**src/rtl/usbdev_aon_wake_seq.sv**
```systemverilog
// usbdev_aon_wake_seq: always-on hand-over sequencer between USB device software
// and the AON wake detector. Enters suspend (ENTER), waits for the detector to
// take control (ARMED), latches the wake cause (WAKE), and hands control back
// (EXIT). ENTER and EXIT are bounded by a timeout that aborts back to IDLE.
//
// Handshake: the software inputs are single-cycle pulses that are either
// accepted by the current state or reported through a one-cycle req_ignored_o
// pulse. The detector side uses levels: suspend_req_aon_o is high for the whole
// ENTER state and wake_ack_aon_o is high for the whole EXIT state.
module usbdev_aon_wake_seq #(
    parameter int unsigned TimeoutCycles = 8
) (
    input  logic       clk_aon_i,
    input  logic       rst_aon_ni,
    input  logic       sw_suspend_req_i,
    input  logic       sw_wake_ack_i,
    input  logic       wake_detect_active_i,
    input  logic       wake_req_i,
    input  logic       bus_not_idle_i,
    input  logic       bus_reset_i,
    input  logic       sense_lost_i,
    output logic       suspend_req_aon_o,
    output logic       wake_ack_aon_o,
    output logic       evt_valid_o,
    output logic [2:0] evt_cause_o,
    output logic       timeout_o,
    output logic       req_ignored_o,
    output logic [2:0] state_o
);

    localparam int TW = $clog2(TimeoutCycles + 1);
    localparam logic [TW-1:0] TimerLast = TW'(TimeoutCycles - 1);

    typedef enum logic [2:0] {
        ST_IDLE  = 3'd0,
        ST_ENTER = 3'd1,
        ST_ARMED = 3'd2,
        ST_WAKE  = 3'd3,
        ST_EXIT  = 3'd4
    } state_e;

    state_e          state_q, state_d;
    logic [TW-1:0]   timer_q, timer_d;
    logic            evt_valid_q, evt_valid_d;
    logic [2:0]      evt_cause_q, evt_cause_d;
    logic            timeout_q, timeout_d;
    logic            ignored_q, ignored_d;
    logic [2:0]      evt_in;

    assign evt_in = {sense_lost_i, bus_reset_i, bus_not_idle_i};

    // Next-state, timer and latched-event logic; all outputs come from the flops below.
    always_comb begin
        state_d     = state_q;
        timer_d     = timer_q;
        evt_valid_d = evt_valid_q;
        evt_cause_d = evt_cause_q;
        timeout_d   = timeout_q;
        ignored_d   = 1'b0;
        case (state_q)
            ST_IDLE: begin
                if (sw_wake_ack_i) ignored_d = 1'b1;
                if (sw_suspend_req_i) begin
                    state_d     = ST_ENTER;
                    evt_valid_d = 1'b0;
                    evt_cause_d = 3'b000;
                    timeout_d   = 1'b0;
                end
            end
            ST_ENTER: begin
                if (sw_suspend_req_i || sw_wake_ack_i) ignored_d = 1'b1;
                if (wake_detect_active_i) begin
                    state_d = ST_ARMED;
                end else if (timer_q == TimerLast) begin
                    state_d   = ST_IDLE;
                    timeout_d = 1'b1;
                end else begin
                    timer_d = timer_q + TW'(1);
                end
            end
            ST_ARMED: begin
                if (sw_suspend_req_i) ignored_d = 1'b1;
                // Losing the detector wins over everything else in ARMED.
                if (!wake_detect_active_i) begin
                    state_d = ST_IDLE;
                end else if (wake_req_i) begin
                    evt_valid_d = 1'b1;
                    evt_cause_d = evt_in;
                    state_d     = sw_wake_ack_i ? ST_EXIT : ST_WAKE;
                end else if (sw_wake_ack_i) begin
                    state_d = ST_EXIT;
                end
            end
            ST_WAKE: begin
                if (sw_suspend_req_i) ignored_d = 1'b1;
                evt_cause_d = evt_cause_q | evt_in;
                if (!wake_detect_active_i) begin
                    state_d = ST_IDLE;
                end else if (sw_wake_ack_i) begin
                    state_d = ST_EXIT;
                end
            end
            ST_EXIT: begin
                if (sw_suspend_req_i || sw_wake_ack_i) ignored_d = 1'b1;
                if (!wake_detect_active_i) begin
                    state_d = ST_IDLE;
                end else if (timer_q == TimerLast) begin
                    state_d   = ST_IDLE;
                    timeout_d = 1'b1;
                end else begin
                    timer_d = timer_q + TW'(1);
                end
            end
            default: begin
                state_d = ST_IDLE;
            end
        endcase
        // Every state change restarts the dwell timer.
        if (state_d != state_q) timer_d = '0;
    end

    // State, timer and output registers with asynchronous clear.
    always_ff @(posedge clk_aon_i or negedge rst_aon_ni) begin
        if (!rst_aon_ni) begin
            state_q     <= ST_IDLE;
            timer_q     <= '0;
            evt_valid_q <= 1'b0;
            evt_cause_q <= 3'b000;
            timeout_q   <= 1'b0;
            ignored_q   <= 1'b0;
        end else begin
            state_q     <= state_d;
            timer_q     <= timer_d;
            evt_valid_q <= evt_valid_d;
            evt_cause_q <= evt_cause_d;
            timeout_q   <= timeout_d;
            ignored_q   <= ignored_d;
        end
    end

    assign suspend_req_aon_o = (state_q == ST_ENTER);
    assign wake_ack_aon_o    = (state_q == ST_EXIT);
    assign evt_valid_o       = evt_valid_q;
    assign evt_cause_o       = evt_cause_q;
    assign timeout_o         = timeout_q;
    assign req_ignored_o     = ignored_q;
    assign state_o           = state_q;

endmodule

```
**config.mk**
```make
export PLATFORM = sky130hd
export DESIGN_NAME = usbdev_aon_wake_seq
export DESIGN_NICKNAME = d
export VERILOG_FILES = /design/src/rtl/usbdev_aon_wake_seq.sv
export SDC_FILE = /design/constraint.sdc
export NUM_CORES = 1
export LEC_CHECK = 0
export BUFFER_PORTS_ARGS = -buffer_cell sky130_fd_sc_hd__buf_4
export CAP_MARGIN = 40
export CORE_ASPECT_RATIO = 1.2
export CORE_MARGIN = 2
export CORE_UTILIZATION = 45
export CTS_CLUSTER_SIZE = 14
export DETAILED_ROUTE_END_ITERATION = 10
export PLACE_DENSITY_LB_ADDON = 0.05
export SLEW_MARGIN = 20
export SYNTH_ARGS = -nofsm -noshare
export SYNTH_HDL_FRONTEND = slang
export SYNTH_SLANG_ARGS = --single-unit
```
**constraint.sdc**
```tcl
create_clock -name clk_aon_i -period 4.54 [get_ports clk_aon_i]
set_input_delay 0.227 -clock clk_aon_i [delete_from_list [all_inputs] [get_ports clk_aon_i]]
set_output_delay 0.227 -clock clk_aon_i [all_outputs]
set_load 0.01 [all_outputs]
```
### Word-level counts from Yosys, hierarchy flattened

Index checks and enable logic that the tools add are counted.

* $add $sub $neg: 1
* equal/unequal tests: 13
* shifts and indexed selects: 0
* bitwise operators: 1
* div/mod/pow operators: 0
* magnitude comparators: 0
* multiplexer cells: 31
* multiply operators: 0
* reduce and logical (&&, ||, !) cells: 12

Operators by type and width (count)
* 2-to-1 mux 3 bit: 12
* 2-to-1 mux 4 bit: 4
* one-hot mux 3 bit (5 select lines): 1
* AND reduction 4 bit: 3
* != test 2 bit (second input constant): 5
* 2-to-1 mux 1 bit: 9
* one-hot mux 3 bit (3 select lines): 1
* nonzero test 3 bit: 3
* one-hot mux 4 bit (2 select lines): 1
* == test 3 x 2 -> 1 bit (second input constant): 2
* != test 3 x 2 -> 1 bit (second input constant): 2
* one-hot mux 1 bit (3 select lines): 2
* adder 4 x 1 -> 4 bit (second input constant): 1
* == test 4 x 3 -> 1 bit (second input constant): 1
* OR reduction 2 bit: 2
* == test 3 x 1 -> 1 bit (second input constant): 1
* == test 3 bit (second input constant): 1
* logical NOT 3 bit: 1
* != test 3 bit: 1
* bitwise OR 3 bit: 1
* AND reduction 3 bit: 1
* one-hot mux 1 bit (2 select lines): 1
* nonzero test 2 bit: 1
* logical OR 1 bit: 1

* RAM bits: 0
* output and inout port bits: 11
* input bits: 9
* word-level logic and storage cells: 64
* memories: 0
* bits in read-only memories: 0
* register bits after elaboration: 13
* bits in latches: 0

### Depth between registers and ports, before layout

Gate-level depths: netlist (run 1).

* depth in word-level cells: 7
* mapped depth: 6
* depth with buffers taken out: 5

### Worst setup path after synthesis (run 1)

OpenSTA, ideal clock, no wires.

* path type: reg-to-reg
* start: register timer_q[0]
* end: register timer_q[2]
* data required time: 4.446 ns
* setup time: 0.094 ns
* setup slack: 2.912 ns
* cell stages (with the launch flop): 7
* period minus slack after synthesis: 1.628 ns
* data arrival time: 1.534 ns
* buffers on the path: 1
* cell sequence: dfrtp_1 ha_1 and3b_1 buf_2 o32ai_1 a21boi_2 a211oi_1

* longest elaborated chain between the ends: 7
* elaborated cells on any way between the ends: 16
* those cells by class: 1 x add/sub; 4 x eq/ne; 9 x mux; 2 x reduce/logical

Ends and longest elaborated chain
* start, declared: RTL line 43 `logic [TW-1:0] timer_q, timer_d;`
* start signal, assigned: RTL line 133 `timer_q <= timer_d;`
* == test 4 x 3 -> 1 bit: RTL line 74, 107
* 2-to-1 mux 3 bit: RTL line 74, 107
* 2-to-1 mux 3 bit, on equally long branches: RTL line 105, 72
* one-hot mux 3 bit (5 select lines): RTL line 60 `case (state_q)`
* != test 3 bit: RTL line 119 `if (state_d != state_q) timer_d = '0;`
* != test 3 x 2 -> 1 bit (no line) / nonzero test 3 bit (equally long branches)
* AND reduction 3 bit (no line)

Several ways; a longest one is shown, not always the timed one. The select of a mux whose other input is x is not followed.
A chain may end at the register's enable or synchronous reset.

### Worst setup path after layout (run 1)

* start: register state_q[2] (netlist: state_o[2])
* end: register timer_q[2]

* longest elaborated chain between the ends: 7
* elaborated cells on any way between the ends: 21
* those cells by class: 7 x eq/ne; 11 x mux; 3 x reduce/logical

Ends and longest elaborated chain
* start, declared: RTL line 42 `state_e state_q, state_d;`
* start signal, assigned: RTL line 132 `state_q <= state_d;`
* 2-to-1 mux 3 bit: RTL line 90, 99
* 2-to-1 mux 3 bit: RTL line 86 `end else if (wake_req_i) begin`
* 2-to-1 mux 3 bit: RTL line 84 `if (!wake_detect_active_i) begin`
* one-hot mux 3 bit (5 select lines): RTL line 60
* != test 3 bit: RTL line 119
* != test 3 x 2 -> 1 bit (no line) / nonzero test 3 bit (equally long branches)
* AND reduction 3 bit (no line)

Several ways; a longest one is shown, not always the timed one.

==> flow_metrics.py, run 1 <==
metrics = {
    "outcome": {
        "run_status": "finished clean",
    },
    "floorplan": {
        "core_sq_um": 1640,
        "rows": 16,
        "io-pin-count": 20,
        "die_w_um": 42.4,
        "initial_core_util_pct": 48.5,
        "die_h_um": 50.1,
        "die_area_sq_um": 2120,
    },
    "placement": {
        "port_buffers": 19,
        "dp_hpwl_um": 1240,
        "place_congestion": 0.784,
        "place_worst_setup_slack_ns": 2.70,
    },
    "grt": {
        "grt_first_pass_wirelength_um": 2800,
        "grt_antenna_before_repair": 0,
        "grt_pass1_vias": 605,
        "overflow": 0,
        "grt_max_degree": 18,
        "gr-usage-all-layers_pct": 17.5,
    },
    "cells_and_area": {
        "area_growth_pct": 22.0,
        "fillers": 144,
        "drive_above_1_share_pct": 30.7,
        "diodes": 0,
        "finalNetCount": 112,
    },
    "critical_path": {
        "critPathMaxFanout": 14,
        "crit_path_end_kind": "flip-flop",
        "cp.required_ns": 4.71,
        "crit_buf_inv": 0,
        "critPathKind": "reg -> reg",
        "arrival_ns": 2.01,
        "crit_family": "simple AND/OR/NAND/NOR gates",
        "crit_slowest_cell": "dfrtp_1",
        "critPathMaxStageDelay_ns": 0.55,
        "crit_path_start_kind": "flip-flop",
        "path_cells": "or3b_4, a211oi_4, nand3b_1, a211oi_1",
    },
    "clocking": {
        "path_clk_slew_ns": 0.08,
        "ctsHtreeMaxLevel": 1,
        "numCtsBuffers": 3,
        "cts_tree": "done",
        "clkLatencyLatePin_ns": 0.26,
        "cts_resized": 0,
        "root_buffer": "clkbuf_4",
        "clock_sinks": 13,
        "clockBufferDepth": 2,
    },
    "sta": {
        "setup_slack_ns": 2.70,
        "max_freq_mhz": 543,
        "setup_viol": 0,
        "post-route-period-util_pct": 40.6,
        "final.setup.tns_ns": 0,
        "grt_setup_unrepaired": "false",
        "holdWs_ns": 0.180,
        "post-route-min-period_ns": 1.84,
        "worstMarginPinSlew_ns": 0.580,
        "slew_viol_final": 0,
        "fin_skew_ns": 0.00348,
        "slew_headroom_pct": 61.3,
        "hold_violations": 0,
    },
    "yosys": {
        "synth-xor-area-share_pct": 2.20,
        "syn_nets": 92,
        "synthDistinctLibCells": 38,
        "ys_ff_latch": 13,
        "yosys.area_share.simple_pct": 20.6,
        "synthMuxAreaShare_pct": 2.67,
        "synth_top_family_by_area": "compound AO/OA/AOI/OAI gates",
        "synth_compound_area_share_pct": 26.4,
        "synthCells": 82,
        "syn_avg_cell_area_sq_um": 9.70,
        "syn_area_sq_um": 796,
        "ys_warn_count": 0,
        "synth_fa_ha_area_share_pct": 1.57,
        "yosysSeqAreaShare_pct": 40.9,
    },
    "power_and_ir_drop": {
        "comb_power_share_pct": 44.9,
        "netSwitchingFraction_pct": 39.8,
        "p_switching_uw": 188,
        "p_leak_nw": 0.434,
        "ir_worst_vdd_mv": 0.327,
        "p_int_uw": 284,
        "power_density_nw_per_um2": 486,
        "p_seq_share_pct": 40.2,
        "p_clk_share_pct": 14.9,
    },
    "routing": {
        "num_vias": 691,
        "drcViolationCount": 0,
        "drtIter0Drc": 28,
        "detail_route.wl_per_cell_um": 14.7,
        "first_pass_iters": 4,
        "ant_nets": 0,
        "drt_wl_total_um": 1750,
        "via_per_inst": 5.81,
    },
    "hold_path": {
        "min_path_type": "in -> reg",
    },
    "job": {
        "maxCapViolCount": 0,
    },
}
[cell usage after synthesis, drive strengths merged]
cell type / instances / area share (%)
a2111oi: 1 / 3.5
a211oi: 3 / 4.4
a21bo: 1 / 1.3
a21boi: 1 / 1.4
a21oi: 6 / 3.8
a221oi: 1 / 1.1
a22o: 3 / 3.3
a31oi: 2 / 1.6
and3b: 1 / 1.1
buf: 4 / 2.8
clkbuf: 1 / 0.47
dfrtp: 13 / 41
ha: 1 / 1.6
inv: 5 / 2.4
mux2: 1 / 1.4
mux2i: 1 / 1.3
nand2: 6 / 2.8
nand2b: 2 / 1.6
nand3: 2 / 1.3
nand3b: 2 / 2.4
nor2: 7 / 3.3
nor2b: 1 / 0.79
nor3: 4 / 3.1
nor4: 1 / 0.79
nor4b: 1 / 1.1
o211ai: 1 / 0.94
o21ai: 3 / 1.9
o221ai: 1 / 1.1
o22a: 1 / 1.1
o32ai: 1 / 1.1
or3b: 1 / 1.4
or4: 1 / 0.94
xnor2: 2 / 2.2
[worst paths after layout]
kind                                start  slack [ns]  cells past startpoint        endpoint
min reg2reg                evt_cause_o[2]        0.51                      1  evt_cause_o[2]
max in group asynchronous      rst_aon_ni        4.04                      2      timer_q[3]
min                           bus_reset_i        0.18                      2  evt_cause_o[1]
max reg2reg                    state_o[2]        2.70                      4      timer_q[2]
min in group asynchronous      rst_aon_ni        0.34                      2      state_o[0]
max                            state_o[2]        2.70                      4      timer_q[2]
[per-stage QoR]
stage          instance area (sq um)  total power [mW]  util, %  std cells
3_3_place_gp                     935             0.400     56.9        114
5_1_grt                          971             0.509     59.1        119
6_report                         971             0.472     59.1        119
2_1_floorplan                    796             0.327        -         82
3_5_place_dp                     935             0.402     56.9        114
4_1_cts                          971             0.475     59.1        119
[registers in the layout, indices dropped and copies added, names as in the netlist]
| signal | flops |
|---|---|
| state_o | 3 |
| evt_valid_o | 1 |
| req_ignored_o | 1 |
| timeout_o | 1 |
| timer_q | 4 |
| evt_cause_o | 3 |
[power groups by stage]
stage               Clock [mW]  Combinational (mW)  Sequential (mW)
floorplan                    0               0.149            0.179
global placement             0               0.210            0.190
detailed placement           0               0.212            0.190
CTS                     0.0722               0.213            0.190
global route            0.0806               0.233            0.195
finish                  0.0701               0.212            0.190
[layout make-up]
class                   count  area, sq um  share of cell area, %
multi-input cells          59          425                   43.8
inverters                   5         18.8                   1.93
flip-flops and latches     13          325                   33.5
clock buffers               4         26.3                   2.71
well taps                  18         22.5                   2.32
repair buffers             20          153                   15.7
[layout by cell type, fill, tap and decap left out, types with 2 or more instances in the layout]
cell type   n
o21ai_0     3
a21oi_1     6
a211oi_1    2
nor2_1      7
xnor2_1     2
nor3_1      3
inv_1       4
dfrtp_1    13
buf_4      19
nand3_1     2
a31oi_1     2
nand2_1     6
clkbuf_4    3
nand2b_1    2
a22o_1      3
[cell families (layout without fill, tap and decap cells)]
family,Yosys count,count (layout)
simple gates,29,29
compound gates,25,25
flops,13,13
buf+inv,10,29
xor+xnor,2,2
mux,2,2
fa+ha+maj,1,1
[worst reg2reg max path: cells and delay by family, from the launching register on]
kind	cells	cell delay (ns)
AND/OR/NAND/NOR	2	0.62
AO/OA/AOI/OAI	2	0.58
flip-flops	1	0.55
[layer usage]
layer  routed length (um)  share of wire, %  vias to the layer above  GRT usage [%]
met5                    0                 0                        -              0
met4                   27               1.5                        0           4.69
met3                  107               6.1                        4           3.66
met2                  811                46                       26           28.5
met1                  801                46                      323           23.4
li1                     -                 -                      338              -
[what timing repair did]
item	4_1_cts	5_1_grt
hold buffers	1	0
endpoints found under the hold margin	13	0
setup buffers	0	0
Note: power is estimated with default switching activity, not from simulation.
==> run 2: changes to the inputs <==
Clock period 4.54 ns to 1.7 ns, I/O delays scaled along.
==> run 2 against run 1 <==
  * Utilization grew 5.6 points
  * Total power rose to 2.9 times the previous value
  * Global-route usage grew 3.1 points
  * Sequential share of layout area fell by 2.9 points
  * Critical path type unchanged
  * Highest routed layer unchanged
==> flow_metrics.py, run 2 (synthesized netlist as in run 1, its figures left out) <==
metrics = {
    "grt": {
        "grt_antenna_before_repair": 0,
        "top_usage_layer": "met2",
        "grt_max_degree": 14,
        "grt_first_pass_wirelength_um": 3240,
        "gr-usage-all-layers_pct": 20.6,
        "grtUsageMet3_pct": 2.56,
        "overflow": 0,
        "grt_pass1_vias": 724,
        "use_met1_pct": 25.4,
        "global_route.usage.met2_pct": 33.3,
    },
    "placement": {
        "port_buffers": 19,
        "place_congestion": 0.821,
        "place_inst": 119,
        "dp_hpwl_um": 1450,
    },
    "floorplan": {
        "die_w_um": 42.4,
        "io-pin-count": 20,
        "die_h_um": 50.1,
        "die_area_sq_um": 2120,
        "rows": 16,
        "core_sq_um": 1640,
        "initial_core_util_pct": 48.5,
    },
    "clocking": {
        "numCtsBuffers": 3,
        "root_buffer": "clkbuf_4",
        "clock_sinks": 13,
        "ctsHtreeMaxLevel": 1,
        "clockBufferDepth": 2,
        "path_clk_slew_ns": 0.08,
        "cts_tree": "done",
        "clkLatencyLatePin_ns": 0.28,
    },
    "sta": {
        "fin_skew_ns": 0.000461,
        "worstMarginPinSlew_ns": 0.300,
        "setup_viol": 0,
        "grt_setup_unrepaired": "false",
        "max_freq_mhz": 632,
        "holdWs_ns": 0.0274,
        "hold_violations": 0,
        "post-route-period-util_pct": 93.1,
        "slew_viol_final": 0,
        "slew_headroom_pct": 79.7,
        "post-route-min-period_ns": 1.58,
    },
    "critical_path": {
        "critPathKind": "reg -> reg",
        "crit_path_start_kind": "flip-flop",
        "r2r_start": "timer_q[0]",
        "rr_endpoint": "timer_q[0]",
        "critPathMaxFanout": 5,
        "rrSetupSlack_ns": 0.12,
        "cp.required_ns": 1.86,
        "reg2reg_depth": 6,
        "arrival_ns": 1.74,
        "crit_path_end_kind": "flip-flop",
        "crit_start": "timer_q[0]",
    },
    "hold_path": {
        "min_path_type": "in -> reg",
        "holdPathEnd": "evt_cause_o[1]",
        "holdPathStages": 2,
        "hp-start": "bus_reset_i",
    },
    "job": {
        "maxCapViolCount": 0,
    },
    "routing": {
        "drt_wl_total_um": 1970,
        "ant_nets": 0,
        "via_per_inst": 5.89,
        "detail_route.wl_per_cell_um": 15.5,
        "num_vias": 748,
        "first_pass_iters": 4,
        "drcViolationCount": 0,
        "drtIter0Drc": 15,
    },
    "outcome": {
        "run_status": "finished clean",
    },
    "cells_and_area": {
        "layout_commonest_cell": "buf_4",
        "diodes": 0,
        "largest_reg_flops": 4,
        "drive_above_1_share_pct": 43.1,
        "finalNetCount": 120,
        "most-common-layout-cells": "buf_4, dfrtp_1, nand2_1, nor2_1, a21oi_1",
        "finalNonFillerCells": 127,
        "area_growth_pct": 33.6,
        "regMostFlops": "timer_q",
    },
    "power_and_ir_drop": {
        "power_density_nw_per_um2": 1310,
        "p_leak_nw": 0.481,
        "ir_worst_vdd_mv": 0.771,
        "finalPower_mw": 1.39,
    },
}
run 2: critical path, stage by stage, from the launching register on:
cell      delay, ns
dfrtp_1        0.40
ha_2           0.20
and3b_2        0.28
a211oi_4       0.23
buf_4          0.17
xnor2_1        0.12
nor3_1         0.06
run 2: worst max-delay path by stage:
| stage | end | slack, ns | depth (start not counted) |
|---|---|---|---|
| floorplan | timer_q[2] | 0.07 | 6 |
| global placement | timer_q[2] | 0.03 | 5 |
| detailed placement | timer_q[2] | -0.07 | 5 |
| CTS | timer_q[0] | 0.02 | 6 |
| global route | timer_q[0] | 0.001 | 6 |
| finish | timer_q[0] | 0.12 | 6 |
run 2: report_power, final:
part | internal [mW] | switching [mW] | total, mW | leakage [nW]
combinational | 0.363 | 0.389 | 0.752 | 0.289
sequential | 0.383 | 0.0637 | 0.447 | 0.174
clock | 0.0873 | 0.104 | 0.192 | 0.0177
total | 0.833 | 0.557 | 1.39 | 0.481
run 2: layer usage:
| layer | vias to the layer above | share of wire, % |
|---|---|---|
| li1 | 353 | - |
| met1 | 356 | 40 |
| met2 | 31 | 52 |
| met3 | 8 | 4.1 |
| met4 | 0 | 4.0 |
| met5 | - | 0 |
run 2: layout make-up:
class	instances	area (sq um)
multi-input cells	59	457
well taps	18	22.5
clock buffers	3	22.5
repair buffers	28	213
flip-flops and latches	13	325
clock inverters	1	5.00
fillers	148	578
inverters	5	18.8
run 2: through the flow:
| stage | cell area, sq um | utilization (%) | worst slack [ns] | TNS [ns] |
|---|---|---|---|---|
| after floorplan | 796 | - | 0.0718 | 0 |
| after global placement | 972 | 59.2 | 0.0274 | 0 |
| after detailed placement | 972 | 59.2 | -0.0660 | -0.0995 |
| after CTS | 1050 | 64.0 | 0.0176 | 0 |
| after global routing | 1060 | 64.8 | 0.00129 | 0 |
| final | 1060 | 64.8 | 0.116 | 0 |
run 2: what timing repair did:
action | 4_1_cts | 5_1_grt
hold endpoints to repair | 13 | 0
buffers inserted | 2 | 1
pin swaps | 2 | 3
hold buffers | 1 | 0
endpoints found under the setup margin | 4 | 4
resized for setup | 5 | 2
==> run 3: changes to the inputs <==
Settings changed: CTS_BUF_LIST set to sky130_fd_sc_hd__clkbuf_4 sky130_fd_sc_hd__clkbuf_8.
Clock period 1.7 ns to 1.4 ns, I/O delays scaled along.
==> run 3 against run 2 <==
  * The flow now finishes with violations (negative setup slack)
  * Register-to-register slack got worse by 0.29 ns
  * Critical path depth is 1 lower
  * Clock power is 30% higher
  * Utilization increased by 5.9 points
  * Die area unchanged
  * Sequential power rose by 17%
  * Sequential share of layout area is 2.6 points lower
  * Via count increased by 0.40%
  * Combinational power up 36%
  * Routed wire length rose by 0.61%
  * Design area increased by 9.2%
  * Global-route usage rose by 0.073 points
  * Critical path type unchanged
  * Critical endpoint is now timer_q[2]
  * Highest routed layer unchanged
==> flow_metrics.py, run 3 (synthesized netlist as in run 1, its figures left out) <==
metrics = {
    "routing": {
        "ant_nets": 0,
        "detail_route.wl_per_cell_um": 14.7,
        "drtIter0Drc": 10,
        "num_vias": 751,
        "first_pass_iters": 4,
        "via_per_inst": 5.56,
        "drcViolationCount": 0,
        "drt_wl_total_um": 1990,
    },
    "job": {
        "maxCapViolCount": 0,
    },
    "sta": {
        "setup_viol": 6,
        "holdWs_ns": 0.0236,
        "fin_skew_ns": 0.00217,
        "setup_slack_ns": -0.172,
        "grt_setup_unrepaired": "true",
        "max_freq_mhz": 636,
        "slew_headroom_pct": 77.9,
        "worstMarginPinSlew_ns": 0.327,
        "post-route-min-period_ns": 1.57,
        "post-route-period-util_pct": 112,
        "slew_viol_final": 0,
        "hold_violations": 0,
    },
    "placement": {
        "dp_hpwl_um": 1460,
        "port_buffers": 19,
        "place_worst_setup_slack_ns": -0.241,
        "place_congestion": 0.825,
        "place_area_sq_um": 1070,
    },
    "cells_and_area": {
        "ff_latch_area_sq_um": 325,
        "drive_above_1_share_pct": 49.6,
        "regMostFlops": "timer_q",
        "fillers": 133,
        "multiInputGateArea_sq_um": 488,
        "layout_commonest_cell": "buf_4",
        "area_growth_pct": 45.9,
        "largest_reg_flops": 4,
        "fin_area_sq_um": 1160,
        "finalNetCount": 128,
        "most-common-layout-cells": "buf_4, dfrtp_1, nand2_1, nor2_1",
        "diodes": 0,
    },
    "floorplan": {
        "die_area_sq_um": 2120,
        "core_sq_um": 1640,
        "io-pin-count": 20,
        "initial_core_util_pct": 48.5,
        "die_h_um": 50.1,
        "die_w_um": 42.4,
        "rows": 16,
    },
    "grt": {
        "grt_pass1_vias": 751,
        "overflow": 0,
        "grt_max_degree": 14,
        "grt_first_pass_wirelength_um": 3260,
        "grtUsageMet3_pct": 2.56,
        "grt_antenna_before_repair": 0,
        "top_usage_layer": "met2",
        "global_route.usage.met2_pct": 35.9,
        "use_met1_pct": 24.9,
        "gr-usage-all-layers_pct": 20.6,
    },
    "hold_path": {
        "hp-start": "bus_reset_i",
        "min_path_type": "in -> reg",
    },
    "critical_path": {
        "critPathMaxFanout": 5,
        "arrival_ns": 1.76,
        "crit_start": "timer_q[1]",
        "r2r_start": "timer_q[1]",
        "crit_path_start_kind": "flip-flop",
        "cp.required_ns": 1.59,
        "crit_path_end_kind": "flip-flop",
        "critPathKind": "reg -> reg",
    },
    "clocking": {
        "path_clk_slew_ns": 0.08,
        "cts_tree": "done",
        "clkLatencyLatePin_ns": 0.27,
        "clock_sinks": 13,
        "clockBufferDepth": 2,
        "numCtsBuffers": 3,
        "ctsHtreeMaxLevel": 1,
        "root_buffer": "clkbuf_4",
    },
    "power_and_ir_drop": {
        "power_density_nw_per_um2": 1550,
        "ir_worst_vdd_mv": 0.852,
        "p_leak_nw": 0.526,
        "finalPower_mw": 1.80,
    },
    "outcome": {
        "violations": "negative setup slack",
        "run_status": "complete, but fails checks",
    },
}
run 3: report_power, final:
part	internal [mW]	switching, mW	leakage, nW	total, mW
clock network	0.129	0.120	0.0184	0.250
registers	0.465	0.0603	0.174	0.525
logic	0.504	0.518	0.334	1.02
total	1.10	0.699	0.526	1.80
run 3: what timing repair did:
item | in CTS | in global routing
endpoints found under the setup margin | 6 | 12
resized for setup | 5 | 5
hold buffers | 1 | 0
setup buffers | 1 | 0
pin swaps | 5 | 6
endpoints found under the hold margin | 13 | 0
run 3: path summary, 6_finish.rpt:
path / end / slack [ns] / cells after the start
max in group asynchronous: timer_q[2] / 1.05 / 2
min in group asynchronous: evt_cause_o[2] / 0.19 / 2
max reg2reg: timer_q[2] / -0.17 / 5
min: evt_cause_o[1] / 0.02 / 2
max: timer_q[2] / -0.17 / 5
min reg2reg: evt_cause_o[2] / 0.52 / 1
run 3: layer usage:
| metal | vias up | wire length, um | part of all wire (%) |
|---|---|---|---|
| li1 | 376 | - | - |
| met1 | 350 | 835 | 42 |
| met2 | 21 | 1020 | 52 |
| met3 | 4 | 84 | 4.2 |
| met4 | 0 | 42 | 2.1 |
| met5 | - | 0 | 0 |
run 3: layout make-up:
type	instances	share of cell area, %
Inverter	5	1.62
Multi-Input combinational cell	59	42.0
Tap cell	18	1.94
Sequential cell	13	28.0
Timing Repair Buffer	36	23.8
Clock buffer	4	2.59
run 3: stage by stage:
stage	setup TNS (ns)	std cells	utilization, %
finish	-0.709	135	70.7
global route	-1.60	135	70.7
CTS	-0.803	135	68.8
detailed placement	-0.947	129	65.2
global placement	-0.714	129	65.2
floorplan	-0.563	82	-
run 3: worst max-delay path, stage by stage (launching register included):
cell      delay [ns]
dfrtp_1         0.39
ha_2            0.19
and3b_2         0.30
a211oi_4        0.29
nand3b_1        0.14
a211oi_2        0.18
